--- config.mk ---
export PLATFORM = sky130hd
export DESIGN_NAME = mux_tree_tapbuf_cfgchain
export DESIGN_NICKNAME = d
export VERILOG_FILES = /design/src/rtl/mux_tree_tapbuf_cfgchain_pkg.sv /design/src/rtl/mux_tree_tapbuf_cfgchain_cells.sv /design/src/rtl/mux_tree_tapbuf_cfgchain_cfg_shadow_chain.sv /design/src/rtl/mux_tree_tapbuf_cfgchain.sv
export SDC_FILE = /design/constraint.sdc
export NUM_CORES = 1
export LEC_CHECK = 0
export CAP_MARGIN = 40
export CORE_AREA = 2 2 39 41
export DETAILED_ROUTE_END_ITERATION = 7
export DIE_AREA = 0 0 41 43
export PLACE_DENSITY = 0.72
export SLEW_MARGIN = 20
export SYNTH_ARGS = -nofsm -noshare
export SYNTH_HDL_FRONTEND = slang
export SYNTH_SLANG_ARGS = --single-unit
--- constraint.sdc ---
create_clock -name prog_clk -period 1.55 [get_ports prog_clk]
set_input_delay 0.155 -clock prog_clk [delete_from_list [all_inputs] [get_ports prog_clk]]
set_output_delay 0.155 -clock prog_clk [all_outputs]
set_load 0.01 [all_outputs]
--- src/rtl/mux_tree_tapbuf_cfgchain_pkg.sv ---
// Purpose: shared constants and helpers for configuration-bearing fabric blocks.
// Latency: n/a (declarations only).
// Backpressure: n/a.
package mux_tree_tapbuf_cfgchain_pkg;

  // Expected XOR over a full chain (data + parity) for a valid word.
  localparam logic CFG_PARITY_EVEN = 1'b0;

  // Select width able to encode every input plus at least one tie-off code.
  function automatic int cfg_sel_w_f(input int n);
    return $clog2(n + 1);
  endfunction

  // Reset value of the active select: all-ones, which is always a tie-off code.
  function automatic logic [31:0] cfg_sel_rst_f(input int w);
    return (32'd1 << w) - 32'd1;
  endfunction

endpackage

--- src/rtl/mux_tree_tapbuf_cfgchain_cells.sv ---
// Purpose: library primitives used by the routing mux tree (2:1 mux, tap buffer).
// Latency: combinational.
// Backpressure: none.
module MUX2 (
  input  logic i_a0,
  input  logic i_a1,
  input  logic i_s,
  output logic o_y
);
  assign o_y = i_s ? i_a1 : i_a0;
endmodule

module buf4 (
  input  logic i_a,
  output logic o_y
);
  assign o_y = i_a;
endmodule

--- src/rtl/mux_tree_tapbuf_cfgchain_cfg_shadow_chain.sv ---
// Purpose: serial configuration shift register with registered tail and parity check.
// Latency: tail is the last chain flop, CHAIN_L cycles from head to tail.
// Backpressure: none; shifts only while i_en is high, otherwise holds.
module cfg_shadow_chain
  import mux_tree_tapbuf_cfgchain_pkg::*;
#(
  parameter int CHAIN_L = 5
) (
  input  logic               prog_clk,
  input  logic               prog_reset_n,
  input  logic               i_en,
  input  logic               i_head,
  output logic               o_tail,
  output logic [CHAIN_L-1:0] o_shadow,
  output logic               o_par_ok
);

  logic [CHAIN_L-1:0] r_shadow;

  // Shift new bits in at the LSB end; hold when not enabled.
  always_ff @(posedge prog_clk or negedge prog_reset_n) begin
    if (!prog_reset_n) begin
      r_shadow <= '0;
    end else if (i_en) begin
      r_shadow <= {r_shadow[CHAIN_L-2:0], i_head};
    end
  end

  // Tail comes straight from the last flop, so there is no head-to-tail comb path.
  assign o_tail   = r_shadow[CHAIN_L-1];
  assign o_shadow = r_shadow;
  assign o_par_ok = ((^r_shadow) == CFG_PARITY_EVEN);

endmodule

--- src/rtl/mux_tree_tapbuf_cfgchain.sv ---
// Purpose: N-input routing mux with serial config chain and parity-checked commit.
// Latency: new select visible on out the cycle after the commit edge; out is comb from in.
// Backpressure: none; a failed commit keeps the old path and raises sticky cfg_err.
module mux_tree_tapbuf_cfgchain
  import mux_tree_tapbuf_cfgchain_pkg::*;
#(
  parameter int N      = 8,
  parameter int SEL_W  = cfg_sel_w_f(N),
  parameter int PARITY = 1
) (
  input  logic             prog_clk,
  input  logic             prog_reset_n,
  input  logic [N-1:0]     in,
  input  logic             ccff_head,
  input  logic             prog_en,
  input  logic             cfg_commit,
  output logic             ccff_tail,
  output logic             out,
  output logic [SEL_W-1:0] cfg_sel,
  output logic             cfg_err
);

  localparam int                 CHAIN_L = SEL_W + PARITY;
  localparam int                 M       = 1 << SEL_W;
  localparam logic [SEL_W-1:0]   SEL_RST = SEL_W'(cfg_sel_rst_f(SEL_W));

  logic [CHAIN_L-1:0] w_shadow;
  logic               w_par_ok;
  logic               w_commit_ok;
  logic [SEL_W-1:0]   w_code;
  logic [SEL_W-1:0]   r_sel;
  logic               r_err;
  logic [2*M-1:1]     w_node;

  cfg_shadow_chain #(
    .CHAIN_L (CHAIN_L)
  ) u_chain (
    .prog_clk     (prog_clk),
    .prog_reset_n (prog_reset_n),
    .i_en         (prog_en),
    .i_head       (ccff_head),
    .o_tail       (ccff_tail),
    .o_shadow     (w_shadow),
    .o_par_ok     (w_par_ok)
  );

  // The code always sits in the top SEL_W chain bits; the parity bit (if any) is bit 0.
  assign w_code      = w_shadow[CHAIN_L-1 -: SEL_W];
  assign w_commit_ok = (PARITY == 0) || w_par_ok;

  // Active select and sticky error: updated only on commit, using the pre-shift shadow.
  always_ff @(posedge prog_clk or negedge prog_reset_n) begin
    if (!prog_reset_n) begin
      r_sel <= SEL_RST;
      r_err <= 1'b0;
    end else if (cfg_commit) begin
      if (w_commit_ok) begin
        r_sel <= w_code;
        r_err <= 1'b0;
      end else begin
        r_err <= 1'b1;
      end
    end
  end

  // Leaves of the heap-indexed tree: real inputs, then constant-1 tie-offs.
  for (genvar j = 0; j < M; j++) begin : g_leaf
    if (j < N) begin : g_in
      assign w_node[M+j] = in[j];
    end else begin : g_tie
      assign w_node[M+j] = 1'b1;
    end
  end

  // Node i at depth D picks between children 2i/2i+1 using select bit SEL_W-1-D (MSB at root).
  for (genvar i = 1; i < M; i++) begin : g_mux
    localparam int D = $clog2(i + 1) - 1;
    MUX2 u_mux2 (
      .i_a0 (w_node[2*i]),
      .i_a1 (w_node[2*i+1]),
      .i_s  (r_sel[SEL_W-1-D]),
      .o_y  (w_node[i])
    );
  end

  buf4 u_tapbuf (
    .i_a (w_node[1]),
    .o_y (out)
  );

  assign cfg_sel = r_sel;
  assign cfg_err = r_err;

endmodule

---- Yosys cells after proc, flatten, opt, wreduce, memory -nomap -nowiden ----
Cells that the tools add are included.
operators by class
  multiplexer cells ....................... 9
  bitwise gates (word level) .............. 1
  reduce and logical (&&, ||, !) cells .... 2
operators by type and width
  operator             number
  2-to-1 mux 1 bit     9
  XOR reduction 5 bit  1
  AND reduction 2 bit  1
  inverter 1 bit       1
storage, ports and cells
  register bits after elaboration ......... 10
  output and inout bits ................... 7
  logic and storage cells ................. 15

---- Logic depth before layout (Yosys ltp) ----
  depth in word-level cells ............... 4
  mapped depth ............................ 4
  mapped depth without buffers ............ 4

---- Modules after synthesis ----
A second synthesis with hierarchy kept.
unflattened totals
  cell total of the unflattened synthesis .. 43
  area, all modules ....................... 675.6 sq um
modules (own cells, without submodules)
  module                    instances  cells an instance  area an instance (sq um)  sequential area each (sq um)
  cfg_shadow_chain          1          14                 229.0                     125.1
  MUX2                      15         1                  15.0                      0.0
  mux_tree_tapbuf_cfgchain  1          13                 214.0                     130.1
  buf4                      1          1                  7.5                       0.0

---- Least setup slack after synthesis ----
No wires, ideal clock.
  path kind ............................... register to register
  start point ............................. register u_chain.r_shadow[4], in the netlist u_chain.o_shadow[4]
  end point ............................... register r_sel[1], in the netlist cfg_sel[1]
  library setup time ...................... 0.085 ns
  arrival time ............................ 1.413 ns
  slack ................................... 0.052 ns
  cell stages (with the launch flop) ...... 5
  period minus slack after synthesis ...... 1.498 ns
  cell sequence ........................... dfrtp_1 xnor3_1 xnor2_1 nand2_2 mux2_1
on the way
  longest elaborated chain between the ends .. 3
RTL lines
  element                               line                                             source
  from (decl)                           mux_tree_tapbuf_cfgchain_cfg_shadow_chain.sv:18  logic [CHAIN_L-1:0] r_shadow;
  from (signal assigned)                mux_tree_tapbuf_cfgchain_cfg_shadow_chain.sv:25  r_shadow <= {r_shadow[CHAIN_L-2:0], i_head};
  XOR reduction 5 bit                   mux_tree_tapbuf_cfgchain_cfg_shadow_chain.sv:32  assign o_par_ok = ((^r_shadow) == CFG_PARITY_EVEN);
  inverter 1 bit (no source line)       n/a
  AND reduction 2 bit (no source line)  n/a
  to (signal assigned)                  mux_tree_tapbuf_cfgchain.sv:58                   r_sel <= w_code;
  to (decl)                             mux_tree_tapbuf_cfgchain.sv:31                   logic [SEL_W-1:0] r_sel;
Every way passes these cells.
A chain may end at the register's enable or synchronous reset.

---- Worst setup path after layout ----
  start point ............................. register r_sel[0], in the netlist cfg_sel[0]
  end point ............................... output out
on the way
  longest elaborated chain between the ends .. 4
  elaborated cells on any way between the ends .. 8
  those cells by class .................... 8 x mux
RTL lines
  element                          line                                  source
  2-to-1 mux 1 bit (2 in a row)    mux_tree_tapbuf_cfgchain_cells.sv:10  assign o_y = i_s ? i_a1 : i_a0;
  2-to-1 mux 1 bit * (2 in a row)  mux_tree_tapbuf_cfgchain_cells.sv:10
  to (decl)                        mux_tree_tapbuf_cfgchain.sv:18        output logic out,
Mark *: on every way between the ends. The rest lies on a longest branch, timed or not.

==> run_results.csv <==
group,metric,value,unit
floorplanning,initial_core_util,0.3743,
yosys,synthTopCellsByArea,"dfrtp_1 (29%), dfstp_2 (20%), mux2_1 (15%), mux2i_1 (7.7%), buf_4 (5.8%)",
critical_path,crit_slowest_cell,"dfstp_2",
floorplanning,dieArea,0.001763,mm^2
clock_tree,cts_buffer_depth,2,
floorplanning,die_w,41,um
drt,route.detailed.drc,0,
clock_tree,path_clk_slew,60,ps
timing,relSlewSlack,0.6989,
pwr,ir_drop,0.0007507,V
cells_and_area,final_cell_mix,"clkdlybuf4s50_1 (15), dfrtp_1 (6)",
floorplanning,die-height,43,um
pwr,design_power_total,1.388,mW
yosys,synth_cell_types,14,
run,max_cap_viol_count,0,
yosys,synthCells,35,
pwr,p_sw_frac,0.2804,
yosys,yosysTopAreaCellShare,0.2899,
clock_tree,post_cts.repair.setup_buffers,0,
placement,place_hpwl,680.2,um
timing,rsz0062_at_grt,"true",
critical_path,arrival,1590,ps
run_status,status,"finished with violations",
drt,wl_per_cell,11.27,um
yosys,synth_compound_area_frac,0.01449,
clock_tree,cts_tree,"done",
yosys,synth_top_family_by_area,"multiplexers",
drt,drt_iter0_markers,2,
timing,worst_slew_pin_slew,450.2,ps
grt,grt_start_max_net_pins,11,
grt,track_usage,0.1226,
timing,fin_crit,1748,ps
yosys,yosys.area_share.adder,0,
clock_tree,cts.sinks,10,
floorplanning,core,0.001384,mm^2
yosys,ys_seq_area_frac,0.4928,
cells_and_area,diodes,0,
timing,fmax,572.1,MHz
critical_path,worst-path-buf-inv,1,
clock_tree,cts_made_buffers,3,
grt,antenna_found_initial,0,
grt,grt_pass1_wl,1366,um
cells_and_area,layout_commonest_cell,"clkdlybuf4s50_1",
timing,finalCritPeriodShare,1.128,
grt,overflow,0,
pwr,clockPowerShare,0.166,
yosys,synthXorXnorAreaFrac,0.07729,
yosys,synth-seq-cells,10,
grt,grt_pass1_vias,341,
critical_path,cp.required,1390,ps
critical_path,cp-end-kind,"primary output",
grt,grtUsageMet2,0.1844,
cells_and_area,drive_above_1_share,0.3684,
timing,tns,-197.9,ps
placement,gp_congestion,0.6865,
yosys,syn_avg_cell_area,14.80,um^2
pwr,power.internal,0.9988,mW
yosys,yosys_warnings,0,
yosys,synth_simple_gate_area_share,0.02415,
min_path,hold_class,"in2async",
yosys,synthMuxAreaShare,0.3237,
drt,dr.pass1.iters,2,
floorplanning,rows,14,
critical_path,path_delay_family,"flip-flops",
grt,grtUsageMet3,0.06283,
pwr,cellPowerDensity,1804,mW/mm^2
placement,io_buffers,19,
pwr,pwr-share-seq,0.345,
clock_tree,cts_root_buf,"clkbuf_4",
pwr,switchingPower,0.3892,mW
pwr,power.leakage,0.3479,nW
yosys,syn_area,518.0,um^2
floorplanning,pin_count,20,
clock_tree,cts_htree_levels,1,
drt,num_vias,336,
critical_path,critPathKind,"reg2out",
timing,setup_slack,-197.9,ps
cells_and_area,nFillCells,138,
drt,drt-total-wl,823,um
clock_tree,clk_latency,260,ps
drt,postRouteAntennaNets,0,
yosys,synth_top_area_cell,"dfrtp_1",
grt,use_met1,0.1259,
timing,slew_violations,0,
cells_and_area,final_nets,71,
critical_path,cp_cell_sequence,"mux2i_1, mux4_2, nand2b_1, buf_2",
cells_and_area,syn2layout_area_growth,48.55,%
critical_path,cp_max_fo,5,
pwr,comb_power_share,0.489,
timing,fin_worst_skew,0.4792,ps
grt,busiest_layer,"met2",
timing,setup_violations,1,
critical_path,startpoint_type,"flip-flop",
critical_path,slowest_delay,600,ps
run_status,violations,"setup timing",
drt,viasPerCell,4.603,
timing,finalHoldViolCount,0,
yosys,syn_nets,48,
-- power groups by stage --
stage	clock network (mW)	registers, mW	logic, mW
finish	0.230	0.479	0.679
global route	0.254	0.497	0.737
CTS	0.243	0.482	0.613
detailed placement	0	0.486	0.662
global placement	0	0.485	0.652
floorplan	0	0.464	0.431
-- final timing paths --
path | from | slack, ps | to | cells after the start
max in group asynchronous | prog_reset_n | 1010 | cfg_sel[0]$_DFFE_PN1P_ | 1
min | prog_reset_n | 210 | u_chain.o_shadow[2]$_DFFE_PN0P_ | 1
max | cfg_sel[0]$_DFFE_PN1P_ | -200 | out | 4
max reg2reg | u_chain.o_shadow[2]$_DFFE_PN0P_ | 50 | cfg_sel[2]$_DFFE_PN1P_ | 4
min in group prog_clk | cfg_err$_DFFE_PN0P_ | 490 | cfg_err$_DFFE_PN0P_ | 1
min reg2reg | cfg_err$_DFFE_PN0P_ | 490 | cfg_err$_DFFE_PN0P_ | 1
-- metal layers --
metal / vias to the layer above / part of all wire / wire [um]
met5: - / 0 / 0
met2: 8 / 0.56 / 458
li1: 164 / - / -
met3: 0 / 0.053 / 44
met1: 164 / 0.39 / 321
met4: 0 / 0 / 0
-- metrics by stage --
stage                     hold slack [ps]    util  area (um^2)  worst slack (ps)  cells
after floorplan                    -140.6       -        518.0             52.30     35
after global placement              479.2  0.5226        723.2            -341.3     69
after detailed placement            479.1  0.5226        723.2            -341.6     69
after CTS                           211.7  0.5425        750.7            -228.5     73
after global routing                243.9  0.5561        769.5            -277.4     73
final                               205.8  0.5561        769.5            -197.9     73
-- logic make-up after synthesis --
kind of cell,after synthesis
flops,10
mux,14
buf+inv,5
compound gates,1
xor+xnor,3
simple gates,2
-- flip-flops by register name, indices dropped and copies added (netlist names) --
name,cells
cfg_sel,4
cfg_err,1
u_chain.o_shadow,5
-- cell usage after synthesis (all sizes together) --
master / instances
o21a: 1
dfstp: 4
nand2: 1
xnor2: 2
nand2b: 1
xnor3: 1
mux4: 1
mux2: 9
buf: 5
dfrtp: 6
mux2i: 4
-- area by class of cell --
class                   count  area, um^2  area share
multi-input cells          20       246.5      0.3203
repair buffers             23       211.5      0.2748
clock buffers               4       36.28     0.04715
flip-flops and latches     10       255.2      0.3317
well taps                  16       20.02     0.02602
-- timing repair --
item | in CTS | in global routing
pin swaps | 0 | 3
endpoints found under the setup margin | 4 | 5
gates resized for setup | 7 | 4
hold buffers | 0 | 0
No activity file was read; power rests on OpenSTA's default activity.
